[src/rtl/mem_apb_pkg.sv]
// Shared definitions for the two-requester APB memory arbiter.
package mem_apb_pkg;

  localparam int ADDR_W_DEF = 10;
  localparam int DATA_W_DEF = 16;

  typedef enum logic [1:0] {
    ST_IDLE   = 2'd0,
    ST_SETUP  = 2'd1,
    ST_ACCESS = 2'd2
  } apb_state_e;

endpackage

[src/rtl/rr_arb2.sv]
// Two-way round-robin decision: a lone requester wins, a tie goes to the one not served last.
module rr_arb2 (
  input  logic [1:0] req,
  input  logic       last,
  output logic [1:0] grant
);

  always_comb begin
    // NOTE: default assignment first so no path leaves grant unassigned (no latch).
    grant = 2'b00;
    case (req)
      2'b01:   grant = 2'b01;
      2'b10:   grant = 2'b10;
      2'b11:   grant = last ? 2'b01 : 2'b10;
      default: grant = 2'b00;
    endcase
  end

endmodule

[src/rtl/mem_apb_arbiter.sv]
// Arbitrates two request/done clients onto a single APB master port.
module mem_apb_arbiter
  import mem_apb_pkg::*;
#(
  parameter int ADDR_W = ADDR_W_DEF,
  parameter int DATA_W = DATA_W_DEF
) (
  input  logic              pclk,
  input  logic              presetn,
  input  logic              req0,
  input  logic              req1,
  input  logic              wr0,
  input  logic              wr1,
  input  logic [ADDR_W-1:0] addr0,
  input  logic [ADDR_W-1:0] addr1,
  input  logic [DATA_W-1:0] wdata0,
  input  logic [DATA_W-1:0] wdata1,
  output logic              done0,
  output logic              done1,
  output logic [DATA_W-1:0] rdata,
  output logic              busy,
  output logic [ADDR_W-1:0] paddr,
  output logic              psel,
  output logic              penable,
  output logic              pwrite,
  output logic [DATA_W-1:0] pwdata,
  input  logic [DATA_W-1:0] prdata,
  input  logic              pready
);

  apb_state_e        state;
  logic              owner;     // requester granted last; also owns the current transfer
  logic [1:0]        grant;
  logic              win;
  logic              win_wr;
  logic [ADDR_W-1:0] win_addr;
  logic [DATA_W-1:0] win_wdata;

  rr_arb2 u_rr_arb2 (
    .req   ({req1, req0}),
    .last  (owner),
    .grant (grant)
  );

  always_comb begin
    win       = (grant == 2'b10);
    win_wr    = win ? wr1 : wr0;
    win_addr  = win ? addr1 : addr0;
    win_wdata = win ? wdata1 : wdata0;
  end

  // NOTE: sequential state uses non-blocking assignments so every register samples pre-edge values.
  always_ff @(posedge pclk or negedge presetn) begin
    if (!presetn) begin
      state  <= ST_IDLE;
      owner  <= 1'b1;
      paddr  <= '0;
      pwrite <= 1'b0;
      pwdata <= '0;
      done0  <= 1'b0;
      done1  <= 1'b0;
      rdata  <= '0;
    end else begin
      done0 <= 1'b0;
      done1 <= 1'b0;
      case (state)
        ST_IDLE: begin
          if (req0 || req1) begin
            state  <= ST_SETUP;
            owner  <= win;
            paddr  <= win_addr;
            pwrite <= win_wr;
            pwdata <= win_wr ? win_wdata : '0;
          end
        end
        ST_SETUP: state <= ST_ACCESS;
        ST_ACCESS: begin
          if (pready) begin
            state <= ST_IDLE;
            done0 <= ~owner;
            done1 <= owner;
            if (!pwrite) rdata <= prdata;
          end
        end
        default: state <= ST_IDLE;
      endcase
    end
  end

  assign psel    = (state != ST_IDLE);
  assign penable = (state == ST_ACCESS);
  assign busy    = (state != ST_IDLE);

endmodule
[config.mk]
export PLATFORM = sky130hd
export DESIGN_NAME = mem_apb_arbiter
export DESIGN_NICKNAME = d
export VERILOG_FILES = /design/src/rtl/mem_apb_pkg.sv /design/src/rtl/rr_arb2.sv /design/src/rtl/mem_apb_arbiter.sv
export SDC_FILE = /design/constraint.sdc
export NUM_CORES = 1
export LEC_CHECK = 0
export CAP_MARGIN = 0
export CORE_MARGIN = 2
export CORE_UTILIZATION = 30
export DETAILED_ROUTE_END_ITERATION = 10
export PLACE_DENSITY = 0.76
export SLEW_MARGIN = 30
export SYNTH_ARGS = -nofsm -noshare
export SYNTH_HDL_FRONTEND = slang
export SYNTH_SLANG_ARGS = --single-unit
[constraint.sdc]
create_clock -name pclk -period 1.3 [get_ports pclk]
set_clock_uncertainty 0.05 [all_clocks]
set_input_delay 0.325 -clock pclk [delete_from_list [all_inputs] [get_ports pclk]]
set_output_delay 0.325 -clock pclk [all_outputs]
set_load 0.1 [all_outputs]
After elaboration in Yosys (flattened, before gate mapping)
Index checks and enable logic that the tools add are counted.
- flip-flop bits (word level): 48
- bits in latches: 0
- RAM bits: 0
- bits in read-only memories: 0
- input bits: 75
- logic and storage cells: 37
- memories: 0
- add/sub/neg operators: 0
- multiply operators: 0
- div/mod/pow operators: 0
- order comparisons: 0
- eq/ne operators: 8
- shift operators: 0
- mux-type cells: 13
- bitwise gates (word level): 2
- reduce and logical (&&, ||, !) cells: 6
- operators by type and width (operator ; number):
    two-way mux 16 bit ; 2
    one-hot mux 2 bit (3 select lines) ; 2
    two-way mux 10 bit ; 1
    equality test 2 bit (second input constant) ; 4
    two-way mux 2 bit ; 3
    two-way mux 1 bit ; 5
    equality test 2 x 1 -> 1 bit (second input constant) ; 2
    AND reduction 2 bit ; 2
    AND reduction 3 bit ; 1
    logical NOT 2 bit ; 1
    != test 2 x 1 -> 1 bit (second input constant) ; 1
    != test 2 bit (second input constant) ; 1
    NOT 1 bit ; 2
    nonzero test 2 bit ; 1
    logical OR 1 bit ; 1

Depth between registers and ports, before layout
Gate-level depths: netlist of run 1.
- depth in word-level cells: 5
- mapped depth: 6

By module
From an unflattened synthesis of run 1, not the netlist that was laid out.
- cell total of the unflattened synthesis: 178
- area total of the unflattened synthesis: 2397.3 um^2
- modules (own cells, without submodules) (module ; times used ; cells each ; area an instance (um^2)):
    mem_apb_arbiter ; 1 ; 175 ; 2378.5
    rr_arb2 ; 1 ; 3 ; 18.8

Worst setup path after synthesis of run 1
Ideal clock, no wire load.
- path type: reg2reg
- start point: register state[1]
- end point: register done1
- arrival time: 2.139 ns
- data required time: 1.177 ns
- slack: -0.962 ns
- cell stages (with the launch flop): 3
- buffers on the path: 0
- period minus slack after synthesis: 2.262 ns
- cells stage by stage: dfrtp_1 > nor2b_1 > and3_1
- cells in the longest elaborated chain, start to end: 2
- RTL lines (element ; line ; text):
    start, declared ; mem_apb_arbiter.sv:31 ; apb_state_e state;
    start signal, assigned ; mem_apb_arbiter.sv:55 ; state <= ST_IDLE;
    start signal, assigned ; mem_apb_arbiter.sv:69 ; state <= ST_SETUP;
    start signal, assigned ; mem_apb_arbiter.sv:76 ; ST_SETUP: state <= ST_ACCESS;
    equality test 2 bit ; n/a ;
    named net penable ; mem_apb_arbiter.sv:24 ; output logic penable,
    two-way mux 1 bit ; mem_apb_arbiter.sv:66 ; case (state)
    end signal, assigned ; mem_apb_arbiter.sv:81 ; done1 <= owner;
    end, declared ; mem_apb_arbiter.sv:19 ; output logic done1,
The timed path passes the listed nets, and every way through them passes these cells.
A chain may end at the register's enable or synchronous reset.

Worst setup path in the final report of run 1
- start point: register state[1]
- end point: output busy
- cells in the longest elaborated chain, start to end: 1
- RTL lines (element ; line ; text):
    nonzero test 2 bit ; mem_apb_arbiter.sv:92 ; assign busy = (state != ST_IDLE);
    end, declared ; mem_apb_arbiter.sv:21 ; output logic busy,
Every way passes these cells.

==> summary.md, run 1 <==
| Metric | Value |
|---|---|
| Net count, final | `398` |
| Area growth, synth to finish | `104.4%` |
| Synth Instances | `170` |
| Num CTS Buffers | `5` |
| Post-route ant nets | `0` |
| Fin cells | `423` |
| Top cell type's share of synthesized area | `0.5326` |
| WP data required | `0.93 ns` |
| Number of synthesized flops with an enable pin | `0` |
| H-tree levels | `2` |
| Gp weighted congestion | `0.7066` |
| Via count | `2010` |
| Dominant synthesized flop cell | `dfrtp_1` |
| Initial antenna violation count | `0` |
| Wire per inst | `15.72 um` |
| Register area share after synthesis | `0.5445` |
| Status | `finished, violations left` |
| Max Cap Violations | `0` |
| Flop2flop setup slack | `-0.31 ns` |
| Post-synthesis cell type count | `30` |
| Share of cells above drive strength 1 | `0.4074` |
| Clock-pin transition on the worst setup and hold timing paths | `0.09 ns` |
| Final worst slack | `-0.3122 ns` |
| Placed inst area | `4192 um^2` |
| Hold crit path type | `in -> reg` |
| Fill cell count | `548` |
| CTS Sinks | `48` |
| Die width | `89.80 um` |
| CTS tree | `done` |
| Total die area | `8063 um^2` |
| Tcrit/Tclk final | `1.240` |
| Hold Crit Start | `pready` |
| Crit path max fanout | `3` |
| Global-route wire length before repair | `10660 um` |
| Ant diodes | `0` |
| Fmax | `620.3 MHz` |
| Max-slew violations | `0` |
| Reg-to-Reg Start | `state[0]$_DFFE_PN0P_` |
| Final Hold Vio Count | `0` |
| Drt drc | `0` |
| Critical path startpoint | `state[1]$_DFFE_PN0P_` |
| WS Path Type | `reg -> out` |
| Mapped cell area | `2208 um^2` |
| Global route overflow | `0` |
| Largest net degree at the start of global routing | `49` |
| Die Span Y | `89.80 um` |
| Initial DRC count | `26` |
| Post-synth net total | `245` |
| Initial Util | `0.3078` |
| Worst-margin pin slew | `0.2621 ns` |
| Rel. slew slack | `0.8253` |
| Placed Cells | `399` |
| Tmin final | `1.612 ns` |
| Avg Cell Area, Syn | `12.99 um^2` |
| Crit path arrival time | `1.24 ns` |
| Port Buffer Count | `122` |
| Synth Register Bits | `48` |
| Vias/cell | `4.752` |
| Worst-skew pair later-pin latency | `0.30 ns` |
| Failing checks | `negative setup slack` |
| Synth area leaders | `dfrtp_1, a221o_1, mux2_4, and4_1, nand2_1` |
| Type of origin of the critical path | `flip-flop` |
| Final setup fails | `49` |
| DRT Wirelength | `6649 um` |
| Clk root buf | `clkbuf_8` |
| Async SR Flop Fraction | `1.000` |
| Clk buf depth | `2` |
| Number of global-route vias before repair | `2116` |
| Core area | `7176 um^2` |
| First-pass detailed-route iteration total | `4` |
| # IOs | `123` |
| CP Capture Type | `primary output` |
| GRT Overall Usage | `0.1658` |
| Synth warnings | `0` |
| Synth area leader | `dfrtp_1` |
| FP Rows | `31` |
| Final instance area | `4513 um^2` |
| Placed wire-length estimate | `4824 um` |
| Unrepaired setup endpoints after global routing | `true` |
==> synthesized netlist by cell type, types with 2 or more instances <==
cell,n
buf_2,5
a221o_1,16
mux2_4,10
buf_4,3
and4_1,16
buf_8,2
nand2_1,22
inv_1,2
mux2_2,6
dfrtp_1,47
buf_6,2
a31oi_1,11
a21oi_1,11
==> placed cells by master, fill, tap and decap left out, drive strengths merged, types with 2 or more instances in the layout <==
master	n
inv	2
mux2	17
clkbuf	7
a221o	16
buf	82
dlygate4sd2	2
a21oi	11
nand2	24
clkdlybuf4s50	70
a31oi	11
dfrtp	47
and4	16
nor2	3
==> per-stage QoR <==
step | hold slack [ns] | utilization | setup WS, ns | TNS, ns
detailed placement | 0.2864 | 0.5841 | -0.5411 | -21.93
global route | 0.4594 | 0.6289 | -0.3618 | -13.95
finish | 0.4574 | 0.6289 | -0.3122 | -10.97
global placement | 0.2786 | 0.5841 | -0.4844 | -20.24
floorplan | -0.02059 | - | -0.6824 | -4.327
CTS | 0.4434 | 0.6237 | -0.3294 | -10.07
==> layer usage <==
metal	vias to the layer above	routed length, um	track usage
met3	10	487	0.05784
met4	0	113	0.05385
li1	950	-	-
met2	82	3443	0.2986
met1	968	2605	0.1828
met5	-	0	0
==> worst max-delay path, cell delays in order (launching register included) <==
cell and delay (ns):
dfrtp_2 0.43, nor2_4 0.16, clkinvlp_4 0.16, buf_12 0.19
==> final cells by class <==
cell class | count | area, um^2 | share of cell area
Timing Repair Buffer | 158 | 2110 | 0.4674
Sequential cell | 48 | 1220 | 0.2703
Multi-Input combinational cell | 107 | 932.1 | 0.2065
Tap cell | 99 | 123.9 | 0.02745
Clock buffer | 6 | 72.57 | 0.01608
Clock inverter | 2 | 35.03 | 0.007763
Inverter | 3 | 20.02 | 0.004436
==> path summary, 6_finish.rpt <==
check	endpoint	cells after the start
worst max-delay path	busy	3
worst min-delay path	done1$_DFF_PN0_	2
worst max register to register	pwdata[10]$_DFFE_PN0P_	7
worst min register to register	rdata[15]$_DFFE_PN0P_	1
max in group asynchronous	owner$_DFFE_PN1P_	3
min in group asynchronous	pwrite$_DFFE_PN0P_	3
==> registers in the layout, summed over array words and instances (netlist names) <==
signal	cells
state	2
pwdata	16
rdata	16
done1	1
done0	1
owner	1
pwrite	1
paddr	10
==> cell families (layout without fill, tap and decap cells) <==
| kind of cell | after synthesis | in the layout | synth area share |
|---|---|---|---|
| flip-flops | 48 | 48 | 0.5445 |
| AND/OR/NAND/NOR | 47 | 48 | 0.1479 |
| AO/OA/AOI/OAI | 41 | 41 | 0.1473 |
| multiplexers | 18 | 18 | 0.1082 |
| buffers and inverters | 16 | 169 | 0.05212 |
==> repair_timing <==
action	CTS	global route
gates resized for setup	12	2
hold buffers	1	0
endpoints found under the hold margin	47	0
setup buffers	7	5
pin swaps	3	1
gates cloned	3	0
endpoints found under the setup margin	52	84
Power of run 1 is left out: the tool's default activity adds up to more than one toggle a clock period on the data nets, which glitch-free logic cannot reach.
==> run 2: changes to the inputs <==
==> constraint.sdc (replaced) <==
create_clock -name pclk -period 1.3 [get_ports pclk]
set_clock_uncertainty 0.05 [all_clocks]
set_input_delay 0.325 -clock pclk [delete_from_list [all_inputs] [get_ports pclk]]
set_output_delay 0.325 -clock pclk [all_outputs]
set_load 0.005 [all_outputs]
==> run 2 against run 1 <==
  * The flow still finishes with violations (negative setup slack)
  * Cell count is 7.3% higher
  * Die area stayed put
  * Routed wire length is 6.2% higher
  * Utilization is 4.0 points lower
  * Worst setup slack better by 0.089 ns
  * Via count is 5.8% higher
  * Design area is 6.4% lower
  * Critical path depth is 3 higher
  * Clock-buffer cell count stayed put
  * Non-clock buffer count is 30 higher
  * Register-to-register slack better by 0.09 ns
  * Sequential share of layout area is 1.5 points higher
==> summary.md, run 2 (synthesized netlist as in run 1, its figures left out) <==
| Metric | Value |
|---|---|
| Status | `finished, violations left (unchanged)` |
| Failing checks | `negative setup slack (unchanged)` |
| Tmin final | `1.524 ns (was 1.612 ns)` |
| GRT Overall Usage | `0.1651 (was 0.1658)` |
| Clk buf depth | `2 (unchanged)` |
| Switching power | `2.660 mW` |
| Logic pwr share | `0.586` |
| Port Buffer Count | `122 (unchanged)` |
| Most common cell after layout, fill and taps aside | `clkdlybuf4s50_1 (unchanged)` |
| Global-route wire length before repair | `10760 um (was 10660 um)` |
| Max Cap Violations | `0 (unchanged)` |
| Vias/cell | `4.685 (was 4.752)` |
| Final Hold Vio Count | `0 (unchanged)` |
| Biggest regs | `pwdata (16), rdata (16), paddr (10) (unchanged)` |
| Num CTS Buffers | `5 (unchanged)` |
| CP Capture Type | `flip-flop (was primary output)` |
| Ant diodes | `0 (unchanged)` |
| Commonest non-fill, non-tap cells in the layout | `clkdlybuf4s50_1, buf_4, dfrtp_1 (was clkdlybuf4s50_1, buf_12, dfrtp_1)` |
| Crit path arrival time | `1.65 ns (was 1.24 ns)` |
| Hold crit path type | `in -> async (was in -> reg)` |
| Total Power | `8.373 mW` |
| First-pass detailed-route iteration total | `4 (unchanged)` |
| Largest net degree at the start of global routing | `19 (was 49)` |
| Initial Util | `0.3078 (unchanged)` |
| Fmax | `656.3 MHz (was 620.3 MHz)` |
| Placed wire-length estimate | `4657 um (was 4824 um)` |
| Number of global-route vias before repair | `2156 (was 2116)` |
| Clk network pwr share | `0.109` |
| Total die area | `8063 um^2 (unchanged)` |
| Clock-pin transition on the worst setup and hold timing paths | `0.09 ns (about the same)` |
| Crit path max fanout | `8 (was 3)` |
| Gp weighted congestion | `0.6922 (was 0.7066)` |
| Share of cells above drive strength 1 | `0.3915 (was 0.4074)` |
| Final setup fails | `48 (was 49)` |
| Flop pwr share | `0.305` |
| WP data required | `1.43 ns (was 0.93 ns)` |
| CTS tree | `done (unchanged)` |
| Leak pwr | `1.960 nW` |
| Die Span Y | `89.80 um (unchanged)` |
| Placed Cells | `399 (unchanged)` |
| Internal power | `5.713 mW` |
| Initial DRC count | `61 (was 26)` |
| FP Rows | `31 (unchanged)` |
| Initial antenna violation count | `0 (unchanged)` |
| Drt drc | `0 (unchanged)` |
| WS Path Type | `reg -> reg (was reg -> out)` |
| # IOs | `123 (unchanged)` |
| Type of origin of the critical path | `flip-flop (unchanged)` |
| Global route overflow | `0 (unchanged)` |
| Net Sw Frac | `0.3177` |
| DRT Wirelength | `7061 um (was 6649 um)` |
| Clk root buf | `clkbuf_8 (unchanged)` |
| H-tree levels | `2 (unchanged)` |
| Net count, final | `429 (was 398)` |
| Tcrit/Tclk final | `1.172 (was 1.240)` |
| Via count | `2127 (was 2010)` |
| PwrDens | `1983 nW/um^2` |
| Worst-margin pin slew | `0.4388 ns (was 0.2621 ns)` |
| Core area | `7176 um^2 (unchanged)` |
| Wire per inst | `15.55 um (was 15.72 um)` |
| Final worst slack | `-0.2236 ns (was -0.3122 ns)` |
| Fin cells | `454 (was 423)` |
| Post-route ant nets | `0 (unchanged)` |
| Rel. slew slack | `0.7075 (was 0.8253)` |
| Worst-skew pair later-pin latency | `0.29 ns (was 0.30 ns)` |
| Max-slew violations | `0 (unchanged)` |
| CTS Sinks | `48 (unchanged)` |
| Worst vdd ir | `913.8 uV` |
| Unrepaired setup endpoints after global routing | `true (unchanged)` |
| Die width | `89.80 um (unchanged)` |
| Area growth, synth to finish | `91.22% (was 104.4%)` |
==> run 2: path summary, 6_finish.rpt <==
check	startpoint	endpoint	slack, ns	depth (start not counted)
max	state[1]$_DFFE_PN0P_	pwdata[15]$_DFFE_PN0P_	-0.22	6
min in group pclk	rdata[1]$_DFFE_PN0P_	rdata[1]$_DFFE_PN0P_	0.46	1
max reg2reg	state[1]$_DFFE_PN0P_	pwdata[15]$_DFFE_PN0P_	-0.22	6
min reg2reg	rdata[1]$_DFFE_PN0P_	rdata[1]$_DFFE_PN0P_	0.46	1
max in group asynchronous	presetn	rdata[6]$_DFFE_PN0P_	0.30	3
min	presetn	paddr[3]$_DFFE_PN0P_	0.46	2
==> run 2: power by group through the flow <==
stage / Combinational (mW) / Sequential, mW / Clock, mW
2_1_floorplan: 1.57 / 2.64 / 0
6_report: 4.90 / 2.56 / 0.913
4_1_cts: 4.29 / 2.55 / 0.943
3_3_place_gp: 3.52 / 2.57 / 0
3_5_place_dp: 3.60 / 2.58 / 0
5_1_grt: 5.23 / 2.63 / 1.01
==> run 2: cell type report <==
type | count | area (um^2)
clock buffer | 6 | 82.58
clock inverter | 2 | 10.01
fill | 620 | 2953
inverter | 3 | 18.77
multi-input combinational | 108 | 1012
sequential | 48 | 1205
tap | 99 | 123.9
timing repair buffer | 188 | 1770
==> run 2: routing by layer <==
layer  track usage  wire length (um)
met1        0.2168              3029
met2        0.2708              3457
met3       0.04275               463
met4       0.04744               110
met5             0                 0
==> run 2: metrics by stage <==
step / cell area (um^2) / setup WS (ns) / hold WS, ns / util / setup TNS (ns)
after floorplan: 2226 / -0.08676 / -0.02059 / - / -1.683
after global placement: 3666 / -0.4573 / 0.2237 / 0.5109 / -19.79
after detailed placement: 3666 / -0.5118 / 0.2374 / 0.5109 / -21.16
after CTS: 4066 / -0.2214 / 0.4629 / 0.5667 / -8.638
after global routing: 4223 / -0.2873 / 0.4828 / 0.5885 / -10.97
final: 4223 / -0.2236 / 0.4585 / 0.5885 / -8.631
==> run 2: worst max-delay path, stage by stage (launching register included) <==
cell	delay, ns
dfrtp_2	0.42
nor2_4	0.05
buf_6	0.13
buf_12	0.13
o2111a_2	0.17
clkbuf_16	0.18
a221o_1	0.29
==> run 2: what timing repair did <==
item	4_1_cts	5_1_grt
pin swaps	3	6
cloned	4	1
resized for setup	128	35
setup buffers	21	20
setup endpoints to repair	93	80
hold endpoints to repair	11	0
hold buffers	1	0
Note: power is estimated with default switching activity, not from simulation.
==> run 3: changes to the inputs <==
--- a/config.mk
+++ b/config.mk
@@ -9,7 +9,7 @@
 export CORE_MARGIN = 2
 export CORE_UTILIZATION = 30
 export DETAILED_ROUTE_END_ITERATION = 10
-export PLACE_DENSITY = 0.76
+export PLACE_DENSITY_LB_ADDON = 0.15
 export SLEW_MARGIN = 30
 export SYNTH_ARGS = -nofsm -noshare
 export SYNTH_HDL_FRONTEND = slang
==> run 3 against run 2 <==
  * The run still ends with negative setup slack left
  * Design area shrank 1.5%
  * Worst hold slack got worse by 0.022 ns
  * Combinational power down 7.1%
  * Register-to-register slack improved by 0.04 ns
  * Cell count down 2.2%
  * Die area is the same
  * Largest cell class unchanged
  * Highest routed layer unchanged
==> summary.md, run 3 (synthesized netlist as in run 1, its figures left out) <==
| Metric | Value |
|---|---|
| Clk network pwr share | `0.119 (was 0.109)` |
| Tmin final | `1.482 ns (was 1.524 ns)` |
| Worst vdd ir | `866.8 uV (was 913.8 uV)` |
| Flop pwr share | `0.317 (was 0.305)` |
| Leak pwr | `1.885 nW (was 1.960 nW)` |
| Final worst slack | `-0.1824 ns (was -0.2236 ns)` |
| Worst flop-to-flop path endpoint | `rdata[14]$_DFFE_PN0P_ (was pwdata[15]$_DFFE_PN0P_)` |
| Via count | `2085 (was 2127)` |
| Clk root buf | `clkbuf_8 (unchanged)` |
| # IOs | `123 (unchanged)` |
| Initial antenna violation count | `0 (unchanged)` |
| Num CTS Buffers | `5 (unchanged)` |
| Net count, final | `419 (was 429)` |
| Status | `finished, violations left (unchanged)` |
| Drt drc | `0 (unchanged)` |
| Net Sw Frac | `0.3345 (was 0.3177)` |
| CTS tree | `done (unchanged)` |
| Failing checks | `negative setup slack (unchanged)` |
| CP Capture Type | `flip-flop (unchanged)` |
| Final setup fails | `41 (was 48)` |
| Number of global-route vias before repair | `2126 (was 2156)` |
| Fmax | `674.6 MHz (was 656.3 MHz)` |
| WL met2 | `3325 um (was 3457 um)` |
| DR top layer | `met4 (unchanged)` |
| Switching power | `2.695 mW (was 2.660 mW)` |
| Met1 WL | `3119 um (was 3029 um)` |
| Die Span Y | `89.80 um (unchanged)` |
| First-pass detailed-route iteration total | `3 (was 4)` |
| Share of cells above drive strength 1 | `0.4232 (was 0.3915)` |
| Clk buf depth | `2 (unchanged)` |
| Crit path arrival time | `1.62 ns (was 1.65 ns)` |
| Vias/cell | `4.696 (was 4.685)` |
| Wire length on met3 | `385 um (was 463 um)` |
| DRT Wirelength | `6917 um (was 7061 um)` |
| Area growth, synth to finish | `88.27% (was 91.22%)` |
| Logic pwr share | `0.564 (was 0.586)` |
| Crit path max fanout | `7 (was 8)` |
| Final Hold Vio Count | `0 (unchanged)` |
| Global-route wire length before repair | `10520 um (was 10760 um)` |
| GRT Overall Usage | `0.1613 (was 0.1651)` |
| Gp weighted congestion | `0.6940 (was 0.6922)` |
| Max-slew violations | `0 (unchanged)` |
| CTS Sinks | `48 (unchanged)` |
| WS Path Type | `reg -> reg (unchanged)` |
| Type of origin of the critical path | `flip-flop (unchanged)` |
| Initial DRC count | `36 (was 61)` |
| Global route overflow | `0 (unchanged)` |
| Worst-skew pair later-pin latency | `0.30 ns (was 0.29 ns)` |
| Unrepaired setup endpoints after global routing | `true (unchanged)` |
| Core area | `7176 um^2 (unchanged)` |
| Final Core Density | `0.5794 (was 0.5885)` |
| H-tree levels | `2 (unchanged)` |
| Placed wire-length estimate | `4691 um (was 4657 um)` |
| Hold crit path type | `in -> async (unchanged)` |
| Total Power | `8.056 mW (was 8.373 mW)` |
| Pre-CTS setup slack | `-0.5081 ns (was -0.5118 ns)` |
| Biggest regs | `pwdata (16), rdata (16), paddr (10) (unchanged)` |
| PwrDens | `1938 nW/um^2 (was 1983 nW/um^2)` |
| Cell depth of the worst flop-to-flop path | `5 (was 6)` |
| Commonest non-fill, non-tap cells in the layout | `clkdlybuf4s50_1, dfrtp_1, buf_4 (was clkdlybuf4s50_1, buf_4, dfrtp_1)` |
| Ant diodes | `0 (unchanged)` |
| WP data required | `1.43 ns (about the same)` |
| FP Rows | `31 (unchanged)` |
| Rel. slew slack | `0.7136 (was 0.7075)` |
| Most common cell after layout, fill and taps aside | `clkdlybuf4s50_1 (unchanged)` |
| Die width | `89.80 um (unchanged)` |
| Tcrit/Tclk final | `1.140 (was 1.172)` |
| Worst-margin pin slew | `0.4297 ns (was 0.4388 ns)` |
| Max Cap Violations | `0 (unchanged)` |
| Internal power | `5.361 mW (was 5.713 mW)` |
| Largest net degree at the start of global routing | `19 (unchanged)` |
| Post-route ant nets | `0 (unchanged)` |
| Flop2flop setup slack | `-0.18 ns (was -0.22 ns)` |
| Port Buffer Count | `122 (unchanged)` |
| TNS Setup | `-4.674 ns (was -8.631 ns)` |
| Wire per inst | `15.58 um (was 15.55 um)` |
| Total die area | `8063 um^2 (unchanged)` |
| Clock-pin transition on the worst setup and hold timing paths | `0.09 ns (about the same)` |
| Initial Util | `0.3078 (unchanged)` |
| Reg-to-Reg Start | `state[0]$_DFFE_PN0P_ (was state[1]$_DFFE_PN0P_)` |
[run 3: metal layers]
layer	vias to the layer above	global-route usage
met2	74	0.2639
met3	7	0.03856
met4	0	0.05385
met5	-	0
met1	1008	0.2112
li1	996	-
[run 3: stage by stage]
step | instance area (um^2) | std cells | hold slack (ns)
final | 4158 | 444 | 0.4368
after global placement | 3674 | 400 | 0.2417
after global routing | 4158 | 444 | 0.4640
after floorplan | 2226 | 170 | -0.02059
after detailed placement | 3674 | 400 | 0.2412
after CTS | 3999 | 430 | 0.4497
[run 3: how the worst max path moves through the flow]
stage                                    start                     end  slack (ns)  cells past startpoint
after floorplan           state[0]$_DFFE_PN0P_   rdata[10]$_DFFE_PN0P_       -0.09                      4
after global placement                    req1  pwdata[15]$_DFFE_PN0P_       -0.47                      4
after detailed placement                  req1  pwdata[12]$_DFFE_PN0P_       -0.51                      4
after CTS                 state[0]$_DFFE_PN0P_   rdata[14]$_DFFE_PN0P_       -0.21                      5
after global routing      state[0]$_DFFE_PN0P_   rdata[14]$_DFFE_PN0P_       -0.22                      5
final                     state[0]$_DFFE_PN0P_   rdata[14]$_DFFE_PN0P_       -0.18                      5
[run 3: worst max-delay path: stages (launching register included)]
cell      delay (ns)
dfrtp_2         0.43
buf_6           0.13
nand3b_4        0.18
nor2_8          0.13
buf_12          0.14
mux2_4          0.30
[run 3: what timing repair did]
item                                    CTS  global route
endpoints found under the setup margin   93            79
gates cloned                              2             2
endpoints found under the hold margin    13             0
setup buffers                            20            12
pin swaps                                13             3
gates resized for setup                 128            52
hold buffers                              1             0
[run 3: area by class of cell]
type / instances / area [um^2]
clock inverter: 2 / 15.01
multi-input combinational: 109 / 1110
inverter: 3 / 18.77
tap: 99 / 123.9
fill: 591 / 3018
timing repair buffer: 177 / 1603
clock buffer: 6 / 82.58
sequential: 48 / 1205
[run 3: power groups by stage]
stage               sequential, mW  combinational (mW)  clock, mW
finish                        2.55                4.55      0.959
global placement              2.56                3.63          0
detailed placement            2.58                3.65          0
global route                  2.62                4.87       1.05
CTS                           2.54                3.93      0.992
floorplan                     2.64                1.57          0
